## src/rtl/mouse_receiver.sv

```systemverilog
// PS/2 mouse receive-only deserialiser: turns 11-bit PS/2 frames into a data byte plus parity/stop status.
// Latency: BYTE_READY rises 4 CLK cycles after the stop-bit falling edge on CLK_MOUSE_IN (2 sync, 1 edge detect, 1 output register).
// Backpressure: none; each completed frame produces one BYTE_READY pulse, and READ_ENABLE low drops or ignores frames.
//
// Ports:
//   CLK             system clock, all logic on the rising edge
//   RESET           asynchronous, active-low reset
//   CLK_MOUSE_IN    raw PS/2 clock from the mouse (asynchronous, input only)
//   DATA_MOUSE_IN   raw PS/2 data from the mouse (asynchronous, input only)
//   READ_ENABLE     high = accept frames
//   BYTE_READ       last received data byte, held between pulses
//   BYTE_ERROR_CODE bit0 = parity error, bit1 = stop-bit error, held between pulses
//   BYTE_READY      one-cycle pulse marking BYTE_READ/BYTE_ERROR_CODE valid
module mouse_receiver #(
    parameter int TIMEOUT_CYCLES = 50000
) (
    input  logic       CLK,
    input  logic       RESET,
    input  logic       CLK_MOUSE_IN,
    input  logic       DATA_MOUSE_IN,
    input  logic       READ_ENABLE,
    output logic [7:0] BYTE_READ,
    output logic [1:0] BYTE_ERROR_CODE,
    output logic       BYTE_READY
);

    localparam int TW = $clog2(TIMEOUT_CYCLES + 1);

    typedef enum logic [1:0] {
        S_IDLE,
        S_DATA,
        S_PARITY,
        S_STOP
    } state_t;

    // Synchronisers and edge detect
    logic clk_meta_q, clk_sync_q, clk_dly_q;
    logic dat_meta_q, dat_sync_q;
    logic fall_q;   // registered falling-edge strobe
    logic bit_q;    // synchronised data captured alongside fall_q

    // Frame state
    state_t        state_q, state_d;
    logic [2:0]    cnt_q, cnt_d;
    logic [7:0]    shift_q, shift_d;
    logic          perr_q, perr_d;
    logic [TW-1:0] tmo_q, tmo_d;

    // Output registers
    logic [7:0] byte_q, byte_d;
    logic [1:0] err_q, err_d;
    logic       rdy_q, rdy_d;

    always_ff @(posedge CLK or negedge RESET) begin
        if (!RESET) begin
            clk_meta_q <= 1'b1;
            clk_sync_q <= 1'b1;
            clk_dly_q  <= 1'b1;
            dat_meta_q <= 1'b1;
            dat_sync_q <= 1'b1;
            fall_q     <= 1'b0;
            bit_q      <= 1'b1;
        end else begin
            clk_meta_q <= CLK_MOUSE_IN;
            clk_sync_q <= clk_meta_q;
            clk_dly_q  <= clk_sync_q;
            dat_meta_q <= DATA_MOUSE_IN;
            dat_sync_q <= dat_meta_q;
            // The edge strobe is registered, so the data sample is registered
            // in the same cycle to keep the two aligned.
            fall_q     <= ~clk_sync_q & clk_dly_q;
            bit_q      <= dat_sync_q;
        end
    end

    always_ff @(posedge CLK or negedge RESET) begin
        if (!RESET) begin
            state_q <= S_IDLE;
            cnt_q   <= 3'd0;
            shift_q <= 8'h00;
            perr_q  <= 1'b0;
            tmo_q   <= '0;
            byte_q  <= 8'h00;
            err_q   <= 2'b00;
            rdy_q   <= 1'b0;
        end else begin
            state_q <= state_d;
            cnt_q   <= cnt_d;
            shift_q <= shift_d;
            perr_q  <= perr_d;
            tmo_q   <= tmo_d;
            byte_q  <= byte_d;
            err_q   <= err_d;
            rdy_q   <= rdy_d;
        end
    end

    always_comb begin
        state_d = state_q;
        cnt_d   = cnt_q;
        shift_d = shift_q;
        perr_d  = perr_q;
        tmo_d   = tmo_q;
        byte_d  = byte_q;
        err_d   = err_q;
        rdy_d   = 1'b0;

        if (state_q == S_IDLE) begin
            tmo_d = '0;
            // A high line at the first edge is a spurious start and is ignored.
            if (fall_q && READ_ENABLE && !bit_q) begin
                state_d = S_DATA;
                cnt_d   = 3'd0;
            end
        end else if (!READ_ENABLE) begin
            state_d = S_IDLE;
            tmo_d   = '0;
        end else if (fall_q) begin
            // An edge always takes priority over the timeout.
            tmo_d = '0;
            case (state_q)
                S_DATA: begin
                    shift_d[cnt_q] = bit_q;
                    cnt_d          = cnt_q + 3'd1;
                    if (cnt_q == 3'd7) begin
                        state_d = S_PARITY;
                    end
                end
                S_PARITY: begin
                    // Odd parity: data bits plus parity bit must XOR to 1.
                    perr_d  = ~(^shift_q ^ bit_q);
                    state_d = S_STOP;
                end
                S_STOP: begin
                    byte_d  = shift_q;
                    err_d   = {~bit_q, perr_q};
                    rdy_d   = 1'b1;
                    state_d = S_IDLE;
                end
                default: state_d = S_IDLE;
            endcase
        end else if (tmo_q == TW'(TIMEOUT_CYCLES - 1)) begin
            // Stalled frame: drop it silently, outputs keep their old values.
            state_d = S_IDLE;
            tmo_d   = '0;
        end else begin
            tmo_d = tmo_q + TW'(1);
        end
    end

    assign BYTE_READ       = byte_q;
    assign BYTE_ERROR_CODE = err_q;
    assign BYTE_READY      = rdy_q;

endmodule

```

## config.mk

```make
export PLATFORM = sky130hd
export DESIGN_NAME = mouse_receiver
export DESIGN_NICKNAME = d
export VERILOG_FILES = /design/src/rtl/mouse_receiver.sv
export SDC_FILE = /design/constraint.sdc
export NUM_CORES = 1
export LEC_CHECK = 0
export ABC_AREA = 1
export ABC_CLOCK_PERIOD_IN_PS = 1600
export CAP_MARGIN = 20
export CORE_ASPECT_RATIO = 1.5
export CORE_UTILIZATION = 53
export CTS_CLUSTER_SIZE = 40
export DETAILED_ROUTE_END_ITERATION = 10
export PLACE_DENSITY = 0.76
export SYNTH_ARGS = -nofsm -noshare
export SYNTH_HDL_FRONTEND = slang
export SYNTH_SLANG_ARGS = --single-unit
```

## constraint.sdc

```tcl
create_clock -name CLK -period 1.6 [get_ports CLK]
set_clock_uncertainty 0.15 [all_clocks]
set_input_delay 0.32 -clock CLK [delete_from_list [all_inputs] [get_ports CLK]]
set_output_delay 0.32 -clock CLK [all_outputs]
set_load 0.05 [all_outputs]
```

# ---- Yosys cells after proc, flatten, opt, wreduce, memory -nomap -nowiden
# Cells that the tools add are included.
# Widths: inputs -> output; s select.
dict set report totals {
  output_inout_bits 11
  inputBits 5
  wordCells 70
  reg_bits 48
}
dict set report classes {
  mux 23
  n_lt_le_gt_ge 2
  bitwise 6
  addsub 2
  n_eq_ne 8
  reduce_logical 14
}
# op n
set ops {}
lappend ops {{$mux 16} 4}
lappend ops {{$add 16x1->16 const B} 1}
lappend ops {{$eq 16x16->1 const B} 1}
lappend ops {{$reduce_and 4->1} 4}
lappend ops {{$mux 3} 5}
lappend ops {{$mux 2} 6}
lappend ops {{$bwmux 8} 1}
lappend ops {{$reduce_xor 8->1} 1}
lappend ops {{$reduce_bool 2->1} 3}
lappend ops {{$mux 1} 5}
lappend ops {{$ne 5x5->1 const B} 1}
lappend ops {{$eq 2x2->1 const B} 2}
lappend ops {{$lt 3x4->1 const B} 1}
lappend ops {{$ne 4x1->1 const B} 1}
lappend ops {{$not 1->1} 4}
lappend ops {{$pmux 2 s2} 1}
lappend ops {{$add 3x1->3 const B} 1}
lappend ops {{$demux 1 s3} 1}
lappend ops {{$eq 3x3->1 const B} 1}
lappend ops {{$ge 3x1->1 const B} 1}
lappend ops {{$logic_and 1x1->1} 3}
lappend ops {{$reduce_and 3->1} 1}
lappend ops {{$eq 2x1->1 const B} 1}
lappend ops {{$logic_not 2->1} 1}
lappend ops {{4 further kinds} 4}

# ---- Longest topological paths before layout
dict set report depth {
  depth_word 6
  depth_mapped 10
  depth_no_buf 10
}

# ---- Least setup slack after synthesis
# OpenSTA, ideal clock, no wires.
dict set report synth_path {
  path_kind {reg2reg}
  startpoint {register state_q[0]}
  endpoint {register tmo_q[7]}
  arrival_time_ps 1371
  path_stages_with_launch 9
  setup_slack_ps -1
  setup_time_ps 80
  path_cell_list {dfrtp_1 > inv_1 > ha_1 > inv_2 > nand2_1 > nor2_1 > nand2_4 > buf_12 > nor3_2}
}
dict set report synth_via {
  elab_chain_cells 2
}
# item line_no
set synth_lines {}
lappend synth_lines {{start, declared} 43} ;# state_t state_q, state_d;
lappend synth_lines {{start signal, assigned} 87} ;# state_q <= state_d;
lappend synth_lines {{$logic_not 2->1} 108} ;# if (state_q == S_IDLE) begin
lappend synth_lines {{$mux 16} 108}
lappend synth_lines {{via tmo_d[7]} 47} ;# logic [TW-1:0] tmo_q, tmo_d;
lappend synth_lines {{end signal, assigned} 91} ;# tmo_q <= tmo_d;
lappend synth_lines {{end, declared} 47}
# The timed path passes the listed nets, and every way through them passes these cells.
# A chain may end at the register's enable or synchronous reset.

# ---- Worst setup path in the final report
dict set report layout_path {
  startpoint {register state_q[0]}
  endpoint {register shift_q[7]}
}
dict set report layout_via {
  elab_chain_cells 3
  word_cells_on_any_way 4
}
# item line_no
set layout_lines {}
lappend layout_lines {{$logic_not 2->1} 108}
lappend layout_lines {{$not 1->1 (no source line)} -}
lappend layout_lines {{$reduce_and 4->1 (no source line) *} -}
lappend layout_lines {{end signal, assigned} 89} ;# shift_q <= shift_d;
lappend layout_lines {{end, declared} 45} ;# logic [7:0] shift_q, shift_d;
# Every way passes the cells marked *; elsewhere a longest branch is shown, timed or not.

==> impl_metrics.yaml <==
outcome:
  status: "complete, but fails checks"
  violations: "DRC"
timing:
  finalSetupViolations: 0
  min_period_ns: 1.60
  rsz0062_at_grt: "yes"
  slew_headroom: 0.776
  hold_violations: 0
  max_freq_mhz: 626
  hold_ws_ns: 0.211
  tns_ns: 0
  worst_slew_pin_slew_ns: 0.336
  fin_crit_sh: 0.999
  maxSlewViolCount: 0
clock_network:
  root_buffer: "clkbuf_8"
  h-tree-depth: 2
  cts.sinks: 48
  cts-buffers-inserted: 5
  tritoncts: "built"
  clockBufferDepth: 2
  clock_latency_ns: 0.29
  cts.clk_slew.worst_paths_ns: 0.09
final_layout:
  fin_nets: 328
  syn2layout_area_growth_pct: 25.9
  utilization: 0.708
  diodes: 0
  drive_above_1_share: 0.297
  n_fill_cell: 338
floorplan:
  rows: 29
  fp.dieH_um: 84.6
  initial_core_util: 0.563
  die_w_um: 57.0
  io-pin-count: 16
  core_sq_mm: 0.00428
  die_area_sq_mm: 0.00482
drt:
  first_pass_iters: 7
  drt_iter0_drc: 50
  wl_per_cell_um: 12.0
  drc_errors: 2
  routed_wirelength_um: 4350
  ant_nets: 0
  num_vias: 1854
  via_per_inst: 5.11
global_routing:
  antenna_found_initial: 0
  grt_max_degree: 36
  grt.total_usage: 0.201
  overflow: 0
  grt_pass1_vias: 1777
  grt_pass1_wl_um: 7600
setup_path:
  setup.worst_path.end_class: "register"
  critPathLaunchType: "register"
  rr_startpoint: "state_q[0]"
  required_ns: 1.66
  rr_worst_depth: 8
  r2r_slack_ns: 0.002
  cp_max_fo: 8
  crit_type: "register to register"
  worstPathArrival_ns: 1.66
  reg2reg_to: "shift_q[7]"
power_and_ir_drop:
  total_power_mw: 3.19
  leakage_nw: 1.42
  clkPwrFrac: 0.227
  peakVddDrop_mv: 0.796
  switching_share: 0.331
  p_sw_mw: 1.05
  p_comb_frac: 0.317
  power_per_cell_area_mw_per_mm2: 1050
  p_seq_frac: 0.456
  intPower_mw: 2.13
place:
  dp_hpwl_um: 3120
  io_buffers: 15
  globalplace.congestion: 0.863
synth:
  synth_commonest_cells: "71 x nand2_1, 42 x dfrtp_1, 34 x inv_1"
  synth_seq_area_share: 0.502
  synth.most_common_cell: "nand2_1"
  yosys-top-cells-area: "dfrtp_1 44%, nand2_1 11%, dfstp_2 6.5%, inv_1 5.3%, nor2_1 3.7%"
  synthDistinctLibCells: 28
  syn-num-nets: 289
  yosys_warnings: 0
  synthCells: 277
  yosys.area.top_type: "dfrtp_1"
  synth_area_per_cell_sq_um: 8.70
  ys.flop_type: "dfrtp_1"
  async_reset_ff_frac: 1.00
  syn_area_sq_mm: 0.00241
  synth_top_area_share: 0.436
  synth_edf_count: 0
  ys_seq_elements: 48
worst_hold_path:
  hold_path.startpoint: "dat_meta_q"
  holdPathEnd: "dat_sync_q"
  hold_depth: 0
  hold_class: "register to register"
job:
  maxCapViolCount: 0
==> power by group through the flow <==
stage | clock [mW] | sequential, mW | combinational (mW)
floorplan | 0 | 1.48 | 0.571
global placement | 0 | 1.46 | 0.847
detailed placement | 0 | 1.47 | 0.890
CTS | 0.743 | 1.45 | 0.915
global route | 0.793 | 1.47 | 1.15
finish | 0.724 | 1.45 | 1.01
==> worst max path at each step <==
stage / from / end / slack [ns] / cells past startpoint
floorplan: state_q[0] / tmo_q[7] / 0.04 / 8
global placement: READ_ENABLE / shift_q[4] / -0.11 / 7
detailed placement: READ_ENABLE / state_q[0] / -0.16 / 9
CTS: state_q[0] / shift_q[1] / 0.007 / 8
global route: state_q[0] / shift_q[7] / -0.11 / 8
finish: state_q[0] / shift_q[7] / 0.002 / 8
==> critical path, stage by stage, from the launching register on <==
cell     delay (ns)
dfrtp_1        0.40
inv_2          0.07
ha_4           0.16
inv_2          0.05
buf_6          0.10
nand3_4        0.09
nor2_4         0.24
a21oi_2        0.11
a31oi_1        0.14
==> per-layer routing <==
metal	track usage	wire length (um)	vias to the layer above
met3	0.0431	100	8
met2	0.342	2290	33
met4	0.0776	72	0
met1	0.246	1890	856
li1	-	-	957
met5	0	0	-
==> layout by cell type (no fill, tap or decap), types with 4 or more instances in the layout <==
| cell type | netlist | layout |
|---|---|---|
| a21oi_2 | 0 | 4 |
| o21ai_0 | 11 | 10 |
| inv_2 | 8 | 11 |
| nand2_2 | 3 | 4 |
| dfrtp_1 | 42 | 42 |
| a31oi_1 | 8 | 8 |
| nor2_2 | 3 | 8 |
| nand3_2 | 5 | 5 |
| a21oi_1 | 12 | 8 |
| inv_1 | 34 | 30 |
| dfstp_2 | 6 | 6 |
| buf_12 | 1 | 13 |
| nand3_1 | 10 | 10 |
| nor3_2 | 3 | 4 |
| clkbuf_8 | 0 | 6 |
| nor2_4 | 5 | 5 |
| buf_4 | 0 | 15 |
| ha_1 | 7 | 4 |
| o21ai_1 | 3 | 4 |
| nor2_1 | 24 | 19 |
| nand2_1 | 71 | 70 |
| nor3_1 | 5 | 4 |
==> logic make-up after synthesis <==
group                    Yosys count  synth area share
AO/OA/AOI/OAI                     35            0.0779
XOR/XNOR                           4            0.0145
adder cells (fa/ha/maj)            7            0.0364
buffers and inverters             45            0.0779
flip-flops                        48             0.502
AND/OR/NAND/NOR                  138             0.291
==> through the flow <==
stage	worst slack, ns	cells	cell area [sq um]
floorplan	0.0403	277	2410
global placement	-0.108	348	2820
detailed placement	-0.161	348	2820
CTS	0.00655	357	2930
global route	-0.108	363	3030
finish	0.00221	363	3030
==> cell type report <==
cell class | count | area, sq um | share of cell area
timing repair buffer | 35 | 440 | 0.145
inverter | 42 | 160 | 0.0528
clock buffer | 8 | 90.1 | 0.0297
multi-input combinational | 184 | 1070 | 0.355
tap | 46 | 57.6 | 0.0190
sequential | 48 | 1210 | 0.399
==> sequential cells by signal (all words and copies together) (netlist names) <==
| signal | flops |
|---|---|
| BYTE_ERROR_CODE | 2 |
| BYTE_READ | 8 |
| BYTE_READY | 1 |
| bit_q | 1 |
| clk_dly_q | 1 |
| clk_meta_q | 1 |
| clk_sync_q | 1 |
| cnt_q | 3 |
| dat_meta_q | 1 |
| dat_sync_q | 1 |
| fall_q | 1 |
| perr_q | 1 |
| shift_q | 8 |
| state_q | 2 |
| tmo_q | 16 |
==> what timing repair did <==
item | 4_1_cts | 5_1_grt
gates cloned | 0 | 0
hold buffers | 1 | 0
buffers inserted | 0 | 6
hold endpoints to repair | 8 | 0
pin swaps | 2 | 5
endpoints found under the setup margin | 13 | 27
resized for setup | 5 | 18
No activity file was read; power rests on OpenSTA's default activity.
